--- config.mk ---
export PLATFORM = sky130hd
export DESIGN_NAME = dpram_sync_be
export DESIGN_NICKNAME = d
export VERILOG_FILES = /design/src/rtl/dpram_sync_be.sv
export SDC_FILE = /design/constraint.sdc
export NUM_CORES = 1
export LEC_CHECK = 0
export CORE_MARGIN = 2
export CORE_UTILIZATION = 28
export CTS_CLUSTER_DIAMETER = 40
export DETAILED_ROUTE_END_ITERATION = 8
export GPL_ROUTABILITY_DRIVEN = 0
export GPL_TIMING_DRIVEN = 1
export PLACE_DENSITY = 0.49
export SETUP_SLACK_MARGIN = 0.1
export SYNTH_ARGS = -nofsm -noshare
export SYNTH_HDL_FRONTEND = slang
export SYNTH_SLANG_ARGS = --single-unit
export TNS_END_PERCENT = 100
--- constraint.sdc ---
create_clock -name clk -period 10.17 [get_ports clk]
set_clock_uncertainty 0.1 [all_clocks]
set_input_delay 1.5255 -clock clk [delete_from_list [all_inputs] [get_ports clk]]
set_output_delay 1.5255 -clock clk [all_outputs]
set_load 0.005 [all_outputs]
--- src/rtl/dpram_sync_be.sv ---
// True dual-port single-clock RAM with byte enables, selectable
// read-during-write behaviour, optional output register and clear engine.
module dpram_sync_be #(
    parameter int ADDR_WIDTH     = 3,
    parameter int DATA_WIDTH     = 32,
    parameter bit WRITE_MODE     = 1'b0,
    parameter bit OUT_REG        = 1'b0,
    parameter bit CLEAR_ON_RESET = 1'b1
) (
    input  logic                    clk,
    input  logic                    rst,
    output logic                    init_busy,
    input  logic                    en_a,
    input  logic [ADDR_WIDTH-1:0]   addr_a,
    input  logic [DATA_WIDTH/8-1:0] we_a,
    input  logic [DATA_WIDTH-1:0]   di_a,
    output logic [DATA_WIDTH-1:0]   do_a,
    output logic                    valid_a,
    input  logic                    en_b,
    input  logic [ADDR_WIDTH-1:0]   addr_b,
    input  logic [DATA_WIDTH/8-1:0] we_b,
    input  logic [DATA_WIDTH-1:0]   di_b,
    output logic [DATA_WIDTH-1:0]   do_b,
    output logic                    valid_b
);

    localparam int NBYTES = DATA_WIDTH / 8;
    localparam int DEPTH  = 2 ** ADDR_WIDTH;
    localparam logic [ADDR_WIDTH-1:0] LAST = ADDR_WIDTH'(DEPTH - 1);

    typedef enum logic {
        CLEAR,
        READY
    } state_e;

    state_e                  state_q, state_d;
    logic [ADDR_WIDTH-1:0]   cnt_q, cnt_d;
    logic                    clr_en;
    logic [DATA_WIDTH-1:0]   mem_q [DEPTH];

    logic                    acc_a, acc_b;
    logic                    wr_a, wr_b;
    logic [DATA_WIDTH-1:0]   old_a, old_b;
    logic [DATA_WIDTH-1:0]   fin_a, fin_b;
    logic [DATA_WIDTH-1:0]   rd_a, rd_b;

    logic [DATA_WIDTH-1:0]   p_a_q, p_a_d, p_b_q, p_b_d;
    logic                    pv_a_q, pv_a_d, pv_b_q, pv_b_d;
    logic [DATA_WIDTH-1:0]   do_a_q, do_a_d, do_b_q, do_b_d;
    logic                    valid_a_q, valid_a_d, valid_b_q, valid_b_d;

    function automatic logic [DATA_WIDTH-1:0] merge(
        input logic [DATA_WIDTH-1:0] old,
        input logic [DATA_WIDTH-1:0] wd,
        input logic [NBYTES-1:0]     we
    );
        logic [DATA_WIDTH-1:0] res;
        res = old;
        for (int i = 0; i < NBYTES; i++) begin
            if (we[i]) res[8*i +: 8] = wd[8*i +: 8];
        end
        return res;
    endfunction

    // Clear engine: one word per cycle, READY after the last address.
    always_comb begin
        state_d = state_q;
        cnt_d   = cnt_q;
        clr_en  = 1'b0;
        if (state_q == CLEAR) begin
            clr_en = 1'b1;
            cnt_d  = cnt_q + 1'b1;
            if (cnt_q == LAST) begin
                state_d = READY;
                cnt_d   = '0;
            end
        end
    end

    assign init_busy = CLEAR_ON_RESET && (rst || state_q == CLEAR);

    // Final word per address: B lanes applied first so A wins shared lanes.
    always_comb begin
        acc_a = en_a && (state_q == READY) && !rst;
        acc_b = en_b && (state_q == READY) && !rst;
        wr_a  = acc_a && (|we_a);
        wr_b  = acc_b && (|we_b);
        old_a = mem_q[addr_a];
        old_b = mem_q[addr_b];

        fin_a = old_a;
        if (acc_b && addr_b == addr_a) fin_a = merge(fin_a, di_b, we_b);
        if (acc_a) fin_a = merge(fin_a, di_a, we_a);

        fin_b = old_b;
        if (acc_b) fin_b = merge(fin_b, di_b, we_b);
        if (acc_a && addr_a == addr_b) fin_b = merge(fin_b, di_a, we_a);

        rd_a = WRITE_MODE ? fin_a : old_a;
        rd_b = WRITE_MODE ? fin_b : old_b;
    end

    always_comb begin
        p_a_d  = rd_a;
        p_b_d  = rd_b;
        pv_a_d = acc_a;
        pv_b_d = acc_b;
        if (OUT_REG) begin
            valid_a_d = pv_a_q;
            valid_b_d = pv_b_q;
            do_a_d    = pv_a_q ? p_a_q : do_a_q;
            do_b_d    = pv_b_q ? p_b_q : do_b_q;
        end else begin
            valid_a_d = acc_a;
            valid_b_d = acc_b;
            do_a_d    = acc_a ? rd_a : do_a_q;
            do_b_d    = acc_b ? rd_b : do_b_q;
        end
    end

    always_ff @(posedge clk) begin
        if (rst) begin
            state_q   <= CLEAR_ON_RESET ? CLEAR : READY;
            cnt_q     <= '0;
            p_a_q     <= '0;
            p_b_q     <= '0;
            pv_a_q    <= 1'b0;
            pv_b_q    <= 1'b0;
            do_a_q    <= '0;
            do_b_q    <= '0;
            valid_a_q <= 1'b0;
            valid_b_q <= 1'b0;
        end else begin
            state_q   <= state_d;
            cnt_q     <= cnt_d;
            p_a_q     <= p_a_d;
            p_b_q     <= p_b_d;
            pv_a_q    <= pv_a_d;
            pv_b_q    <= pv_b_d;
            do_a_q    <= do_a_d;
            do_b_q    <= do_b_d;
            valid_a_q <= valid_a_d;
            valid_b_q <= valid_b_d;
        end
    end

    always_ff @(posedge clk) begin
        if (!rst) begin
            if (clr_en) mem_q[cnt_q] <= '0;
            if (wr_b) mem_q[addr_b] <= fin_b;
            if (wr_a) mem_q[addr_a] <= fin_a;
        end
    end

    assign do_a    = do_a_q;
    assign do_b    = do_b_q;
    assign valid_a = valid_a_q;
    assign valid_b = valid_b_q;

endmodule
==> Implementation_results.wiki, run 1 <==
{| class="wikitable"
! Metric !! Value
|-
| Total core area || 63200 µm²
|-
| Crit Path Max Fanout || 30
|-
| Initial core utilization || 28.43%
|-
| Count of nets after finishing || 1677
|-
| Area of the mapped netlist || 17960 µm²
|-
| Max-cap viol count || 0
|-
| Buffers from clock root to sink, at most || 3
|-
| Number of global-route vias before repair || 14720
|-
| Total leakage power || 8.414 nW
|-
| Met2 demand-to-capacity share in global routing || 33.52%
|-
| Number of DRC markers after the initial detailed-route iteration || 1685
|-
| Die outline width || 257.3 µm
|-
| Post-CTS clock slew at the launch and capture registers of the worst setup and hold paths || 0.06 ns
|-
| Number of standard cells after synthesis || 1475
|-
| Register area || 9089 µm²
|-
| Crit-path slowest cell || sky130_fd_sc_hd__clkdlybuf4s50_1
|-
| Crit Path Category || in -> reg
|-
| Number of fill cells in the layout || 6133
|-
| CTS root buffer || sky130_fd_sc_hd__clkbuf_16
|-
| TritonCTS buffer count || 61
|-
| Slew HR || 11.70%
|-
| Number of enable-type register cells in the synthesized netlist || 256
|-
| Transition time of the tightest slew-check pin || 1.320 ns
|-
| Final number of setup-violating endpoints || 0
|-
| Final period utilization || 51.83%
|-
| Worst min-delay path class || reg -> reg
|-
| YS warnings || 0
|-
| Critical Path End Type || flop
|-
| Maximum ir drop on the vdd rail || 134.3 µV
|-
| PortBufs || 148
|-
| Clock latency at the later pin of the worst-skew pair || 0.62 ns
|-
| Maximum number of pins on one net before global-route repair || 65
|-
| Sinks on Clock Net || 326
|-
| Post-detailed-route count of antenna-violating nets || 0
|-
| Fraction of registers with async set/reset || 0%
|-
| Number of hold violations in the final report || 0
|-
| Via count || 14580
|-
| Startpoint type of the worst setup path || input pin
|-
| Sum of net half-perimeters after detailed placement || 44950 µm
|-
| Post-CTS Setup Inserts || 0
|-
| Portion of the post-synthesis area used by sequential elements || 50.60%
|-
| Number of resized instances in the post-cts repair step || 0
|-
| Flops & latches, synth || 326
|-
| Site Rows || 92
|-
| Share of post-route cells with drive strength above 1 || 18.77%
|-
| Data arrival time of the worst path || 5.43 ns
|-
| Routed length per placed instance || 29.26 µm
|-
| Multi-input combinational cell area || 8381 µm²
|-
| Delay of the slowest cell on the worst path || 0.71 ns
|-
| Initial antenna violation count || 0
|-
| Met3 layer usage reported by global route || 4.748%
|-
| Setup slack, reg-to-reg || 5.85 ns
|-
| Most used cell along the critical path || sky130_fd_sc_hd__buf_4
|-
| Slew Viols, Final || 0
|-
| Final hold slack || 0.3577 ns
|-
| Number of library cell types mapped by synthesis || 62
|-
| Diode count || 0
|-
| Mapped Avg Cell Area || 12.18 µm²
|-
| Gr busiest metal || met2
|-
| Data required, critical path || 10.33 ns
|-
| Timing-limited maximum frequency || 189.7 MHz
|-
| DR vias/cell || 5.850
|-
| Wire length of the first global-routing pass || 104800 µm
|-
| Total number of H-tree levels || 2
|-
| Met1 demand-to-capacity share in global routing || 29.97%
|-
| Tot GR Track Use || 21.63%
|-
| Number of DRC violations after detailed routing || 0
|-
| CTS Hold Buffers Added || 0
|-
| Final global-route overflow total || 0
|-
| Final wirelength || 72920 µm
|-
| Cell-by-cell trace of the critical path || clkdlybuf4s50_1 > nand3b_1 > buf_4 > nor2_1 > nand3_2 > buf_4 > a21bo_2 > buf_4
|-
| Area growth syn-to-layout || 25.12%
|-
| Die H || 257.3 µm
|-
| Dominant register cell in the synthesized netlist || sky130_fd_sc_hd__edfxtp_1
|-
| Ratio of total power to cell area || 175.1 nW/µm²
|-
| I/O pins || 149
|-
| Time the worst path needs with I/O delays and setup || 5.271 ns
|-
| Synthesized netlist net count || 1559
|-
| Unrepaired setup endpoints after global routing || false
|-
| Total negative slack || 0 ns
|-
| Result of the run || completed
|-
| Clock tree from TritonCTS || done
|-
| Detailed-routing iteration count for the pre-antenna-repair pass || 5
|-
| Die Footprint || 66200 µm²
|}
## cell usage in the layout, fill, tap and decap left out, types with 8 or more instances in the layout
cell type	count
sky130_fd_sc_hd__a21oi_2	9
sky130_fd_sc_hd__edfxtp_1	256
sky130_fd_sc_hd__clkdlybuf4s50_1	142
sky130_fd_sc_hd__dfxtp_1	70
sky130_fd_sc_hd__nor3_1	11
sky130_fd_sc_hd__a221oi_1	17
sky130_fd_sc_hd__a211oi_1	20
sky130_fd_sc_hd__nand2_1	44
sky130_fd_sc_hd__o21ai_0	103
sky130_fd_sc_hd__nor2_1	62
sky130_fd_sc_hd__o21ai_1	14
sky130_fd_sc_hd__inv_6	19
sky130_fd_sc_hd__mux2_2	12
sky130_fd_sc_hd__o22ai_1	141
sky130_fd_sc_hd__mux2i_1	182
sky130_fd_sc_hd__and2_1	22
sky130_fd_sc_hd__clkbuf_16	64
sky130_fd_sc_hd__buf_4	45
sky130_fd_sc_hd__a21oi_1	84
sky130_fd_sc_hd__nand3b_1	8
sky130_fd_sc_hd__mux4_2	92
sky130_fd_sc_hd__nand3_1	63
## kinds of logic after synthesis
kind of cell / Yosys count / share of synthesized area (%)
compound gates: 446 / 15.43
xor+xnor: 6 / 0.2926
fa+ha+maj: 2 / 0.1393
buf+inv: 143 / 3.497
flops: 326 / 50.60
mux: 286 / 22.43
simple gates: 266 / 7.620
## worst paths after layout
kind	cells after the start	start	to
max reg2reg	7	state_q	mem_q[7][19]
min	2	do_a[2]	do_a[2]
max	8	rst	mem_q[7][19]
min reg2reg	2	do_a[2]	do_a[2]
## final cells by class
cell class | count | share of cell area [%]
timing repair buffer | 190 | 7.894
multi-input combinational | 1006 | 37.29
clock inverter | 49 | 2.271
clock buffer | 67 | 7.265
tap | 846 | 4.710
inverter | 8 | 0.1336
sequential | 326 | 40.44
## state kept, by name, indices dropped and copies added (netlist names)
signal,count
cnt_q,3
do_a,32
do_b,32
mem_q,256
state_q,1
valid_a,1
valid_b,1
## where the power goes
| part | switching, W | internal (W) |
|---|---|---|
| Sequential | 0.0000147 | 0.00145 |
| Combinational | 0.000220 | 0.000130 |
| Clock | 0.000785 | 0.00133 |
| Total | 0.00102 | 0.00292 |
## worst max-delay path, delay by kind of cell
| kind | cells | cell delay, ns |
|---|---|---|
| simple gates | 3 | 1.29 |
| compound gates | 1 | 0.64 |
| buf+inv | 4 | 1.94 |
## layer usage
| metal | up-vias | share of wire (%) |
|---|---|---|
| met2 | 823 | 45 |
| met3 | 140 | 9.0 |
| met5 | - | 0 |
| met1 | 7396 | 43 |
| met4 | 0 | 3.0 |
| li1 | 6220 | - |
## metrics by stage
stage          total power [W]  util (%)  setup WS [ns]  instance area (µm²)  cells
4_1_cts               0.003954     35.56          5.057                22480   2492
5_1_grt               0.004032     35.56          4.754                22480   2492
3_5_place_dp          0.001840     32.17          4.453                20330   2376
3_3_place_gp          0.001839     32.17          4.544                20330   2376
2_1_floorplan         0.001694         -          4.570                17960   1475
6_report              0.003935     35.56          4.899                22480   2492
## Yosys cell counts, types with 7 or more instances
cell type / count / share of area [%]
sky130_fd_sc_hd__o22ai_1: 141 / 4.9
sky130_fd_sc_hd__and2_1: 22 / 0.77
sky130_fd_sc_hd__o21ai_1: 14 / 0.39
sky130_fd_sc_hd__nor2b_1: 7 / 0.24
sky130_fd_sc_hd__a211oi_1: 20 / 0.84
sky130_fd_sc_hd__mux2_2: 12 / 0.75
sky130_fd_sc_hd__or3_1: 7 / 0.24
sky130_fd_sc_hd__inv_1: 7 / 0.15
sky130_fd_sc_hd__nand2_1: 48 / 1.0
sky130_fd_sc_hd__dfxtp_1: 70 / 7.8
sky130_fd_sc_hd__nor2_1: 63 / 1.3
sky130_fd_sc_hd__o21ai_0: 107 / 3.0
sky130_fd_sc_hd__mux4_2: 92 / 12
sky130_fd_sc_hd__a21oi_1: 84 / 2.3
sky130_fd_sc_hd__edfxtp_1: 256 / 43
sky130_fd_sc_hd__nand3b_1: 8 / 0.33
sky130_fd_sc_hd__a221oi_1: 17 / 0.83
sky130_fd_sc_hd__buf_1: 8 / 0.17
sky130_fd_sc_hd__mux2i_1: 182 / 10
sky130_fd_sc_hd__buf_2: 43 / 1.2
sky130_fd_sc_hd__nor3_1: 11 / 0.31
sky130_fd_sc_hd__nand3_1: 67 / 1.9
sky130_fd_sc_hd__buf_4: 8 / 0.33
sky130_fd_sc_hd__a21oi_2: 9 / 0.44
sky130_fd_sc_hd__clkbuf_1: 75 / 1.6
Note: power is estimated with default switching activity, not from simulation.
==> inputs of run 2 (changes only) <==
--- a/config.mk
+++ b/config.mk
@@ -11,7 +11,7 @@
 export DETAILED_ROUTE_END_ITERATION = 8
 export GPL_ROUTABILITY_DRIVEN = 0
 export GPL_TIMING_DRIVEN = 1
-export PLACE_DENSITY = 0.49
+export PLACE_DENSITY = 0.51
 export SETUP_SLACK_MARGIN = 0.1
 export SYNTH_ARGS = -nofsm -noshare
 export SYNTH_HDL_FRONTEND = slang
==> constraint.sdc (replaced) <==
create_clock -name clk -period 4.55 [get_ports clk]
set_clock_uncertainty 0.1 [all_clocks]
set_input_delay 0.6825 -clock clk [delete_from_list [all_inputs] [get_ports clk]]
set_output_delay 0.6825 -clock clk [all_outputs]
set_load 0.005 [all_outputs]
==> run 2 against run 1 <==
Net effect: sequential share of layout area fell by 0.68 points; largest power group unchanged; cell area grew 1.7%; non-clock buffer count is 62 higher; die area unchanged; highest routed layer is now met5; cell count is 1.9% higher; critical path type is now reg -> reg; sequential cell count did not move; global-route usage rose by 0.27 points; combinational power is 130% higher.
==> Implementation_results.wiki, run 2 (synthesis results as in run 1) <==
{| class="wikitable"
! Metric !! Value
|-
| Ratio of total power to cell area || 373.6 nW/µm²
|-
| Data required, critical path || 4.76 ns
|-
| Crit-path slowest cell || sky130_fd_sc_hd__dfxtp_1
|-
| Total negative slack || 0 ns
|-
| Count of nets after finishing || 1732
|-
| Total leakage power || 8.632 nW
|-
| Buffers from clock root to sink, at most || 3
|-
| Critical Path End Type || flop
|-
| Number of cells in the design after placement || 2438
|-
| Transition time of the tightest slew-check pin || 1.172 ns
|-
| Crit Path Max Fanout || 36
|-
| Final period utilization || 76.40%
|-
| Clock latency at the later pin of the worst-skew pair || 0.60 ns
|-
| Sinks on Clock Net || 326
|-
| Max-cap viol count || 0
|-
| Maximum ir drop on the vdd rail || 249.5 µV
|-
| Crit Path Category || reg -> reg
|-
| Share of post-route cells with drive strength above 1 || 21.02%
|-
| Final wirelength || 73910 µm
|-
| Register area || 9089 µm²
|-
| Sum of net half-perimeters after detailed placement || 48380 µm
|-
| Number of flip-flops in the largest register || 256
|-
| TritonCTS buffer count || 54
|-
| Post-CTS clock slew at the launch and capture registers of the worst setup and hold paths || 0.05 ns
|-
| Delay of the slowest cell on the worst path || 0.78 ns
|-
| Commonest cells after routing, fill and taps aside || sky130_fd_sc_hd__edfxtp_1, sky130_fd_sc_hd__mux2i_1, sky130_fd_sc_hd__clkdlybuf4s50_1, sky130_fd_sc_hd__o22ai_1, sky130_fd_sc_hd__o21ai_0
|-
| Unrepaired setup endpoints after global routing || false
|-
| Die outline width || 257.3 µm
|-
| Largest reg by FF count || mem_q
|-
| Initial core utilization || 28.43%
|-
| Die H || 257.3 µm
|-
| Number of global-route vias before repair || 14960
|-
| Diode count || 0
|-
| Data arrival time of the worst path || 3.69 ns
|-
| Slew Viols, Final || 0
|-
| Total core area || 63200 µm²
|-
| Most used cell along the critical path || sky130_fd_sc_hd__buf_4
|-
| Die Footprint || 66200 µm²
|-
| Final number of setup-violating endpoints || 0
|-
| Via count || 14880
|-
| CTS root buffer || sky130_fd_sc_hd__clkbuf_16
|-
| Clock tree from TritonCTS || done
|-
| Multi-input combinational cell area || 8363 µm²
|-
| Commonest non-fill, non-tap cell in the layout || sky130_fd_sc_hd__edfxtp_1
|-
| Post-detailed-route count of antenna-violating nets || 0
|-
| Detailed-routing iteration count for the pre-antenna-repair pass || 6
|-
| Slew HR || 21.65%
|-
| Number of standard cells in the layout, taps in and fillers out || 2540
|-
| Number of fill cells in the layout || 6129
|-
| PortBufs || 148
|-
| Worst min-delay path class || reg -> reg
|-
| Number of DRC violations after detailed routing || 0
|-
| Site Rows || 92
|-
| Routed length per placed instance || 29.10 µm
|-
| DR vias/cell || 5.859
|-
| Number of resized instances in the post-cts repair step || 0
|-
| Area growth syn-to-layout || 27.24%
|-
| Post-CTS Setup Inserts || 0
|-
| Number of hold violations in the final report || 0
|-
| Cell-by-cell trace of the critical path || nand3b_1 > buf_4 > nor3_2 > nand2_2 > nand2_1 > buf_4 > o22ai_1
|-
| Tot GR Track Use || 21.90%
|-
| Number of DRC markers after the initial detailed-route iteration || 1575
|-
| Timing-limited maximum frequency || 287.7 MHz
|-
| CTS Hold Buffers Added || 0
|-
| I/O pins || 149
|-
| Final hold slack || 0.3649 ns
|-
| Initial antenna violation count || 2
|-
| Final global-route overflow total || 0
|-
| Time the worst path needs with I/O delays and setup || 3.476 ns
|-
| Total number of H-tree levels || 2
|-
| Maximum number of pins on one net before global-route repair || 65
|-
| Startpoint type of the worst setup path || flop
|-
| Wire length of the first global-routing pass || 105700 µm
|-
| Result of the run || completed
|}
## run 2: cell count changes in the layout (fill, tap and decap cells not counted), moves of 2 or more
cell / before / now
sky130_fd_sc_hd__buf_4: 45 / 100
sky130_fd_sc_hd__inv_6: 19 / 4
sky130_fd_sc_hd__buf_12: 0 / 7
sky130_fd_sc_hd__clkbuf_1: 1 / 5
sky130_fd_sc_hd__clkbuf_16: 64 / 60
sky130_fd_sc_hd__clkbuf_8: 2 / 5
sky130_fd_sc_hd__clkinv_1: 3 / 1
sky130_fd_sc_hd__nand3_2: 2 / 4
sky130_fd_sc_hd__nand3_4: 2 / 0
## run 2: cell type report
class,count,area share (%)
multi-input cells,1006,36.59
inverters,8,0.1314
flip-flops and latches,326,39.76
clock buffers,70,6.952
repair buffers,252,10.18
well taps,846,4.631
clock inverters,32,1.752
## run 2: metrics by stage
step | area, µm² | power [W] | utilization [%] | setup slack (ns)
floorplan | 17970 | 0.003785 | - | 0.7589
finish | 22860 | 0.008540 | 36.17 | 1.074
CTS | 22860 | 0.008574 | 36.17 | 1.140
detailed placement | 20870 | 0.004146 | 33.02 | 0.5864
global placement | 20870 | 0.004140 | 33.02 | 0.6302
global route | 22860 | 0.008746 | 36.17 | 0.8636
## run 2: per-layer routing
layer  vias up  share of wire (%)  GRT usage, %
met1      7455                 40         28.56
met5         -              0.031             0
met4         4                4.3         9.329
met2       915                 46         35.27
met3       200                9.7         4.502
li1       6307                  -             -
## run 2: path summary, 6_finish.rpt
path              startpoint      endpoint  slack (ns)  cells after the start
hold / removal       do_a[2]       do_a[2]        0.36                      2
setup reg to reg     state_q  mem_q[1][28]        1.07                      7
hold reg to reg      do_a[2]       do_a[2]        0.36                      2
setup / recovery     state_q  mem_q[1][28]        1.07                      7
## run 2: power breakdown
group | internal [W] | switching (W)
Combinational | 0.000323 | 0.000497
Clock | 0.00288 | 0.00156
Sequential | 0.00325 | 0.0000308
## run 2: critical path: cells and delay by family (launching register included)
family,cells,cell delay [ns]
AND/OR/NAND/NOR,4,1.50
AO/OA/AOI/OAI,1,0.13
flip-flops,1,0.78
buffers and inverters,2,0.65
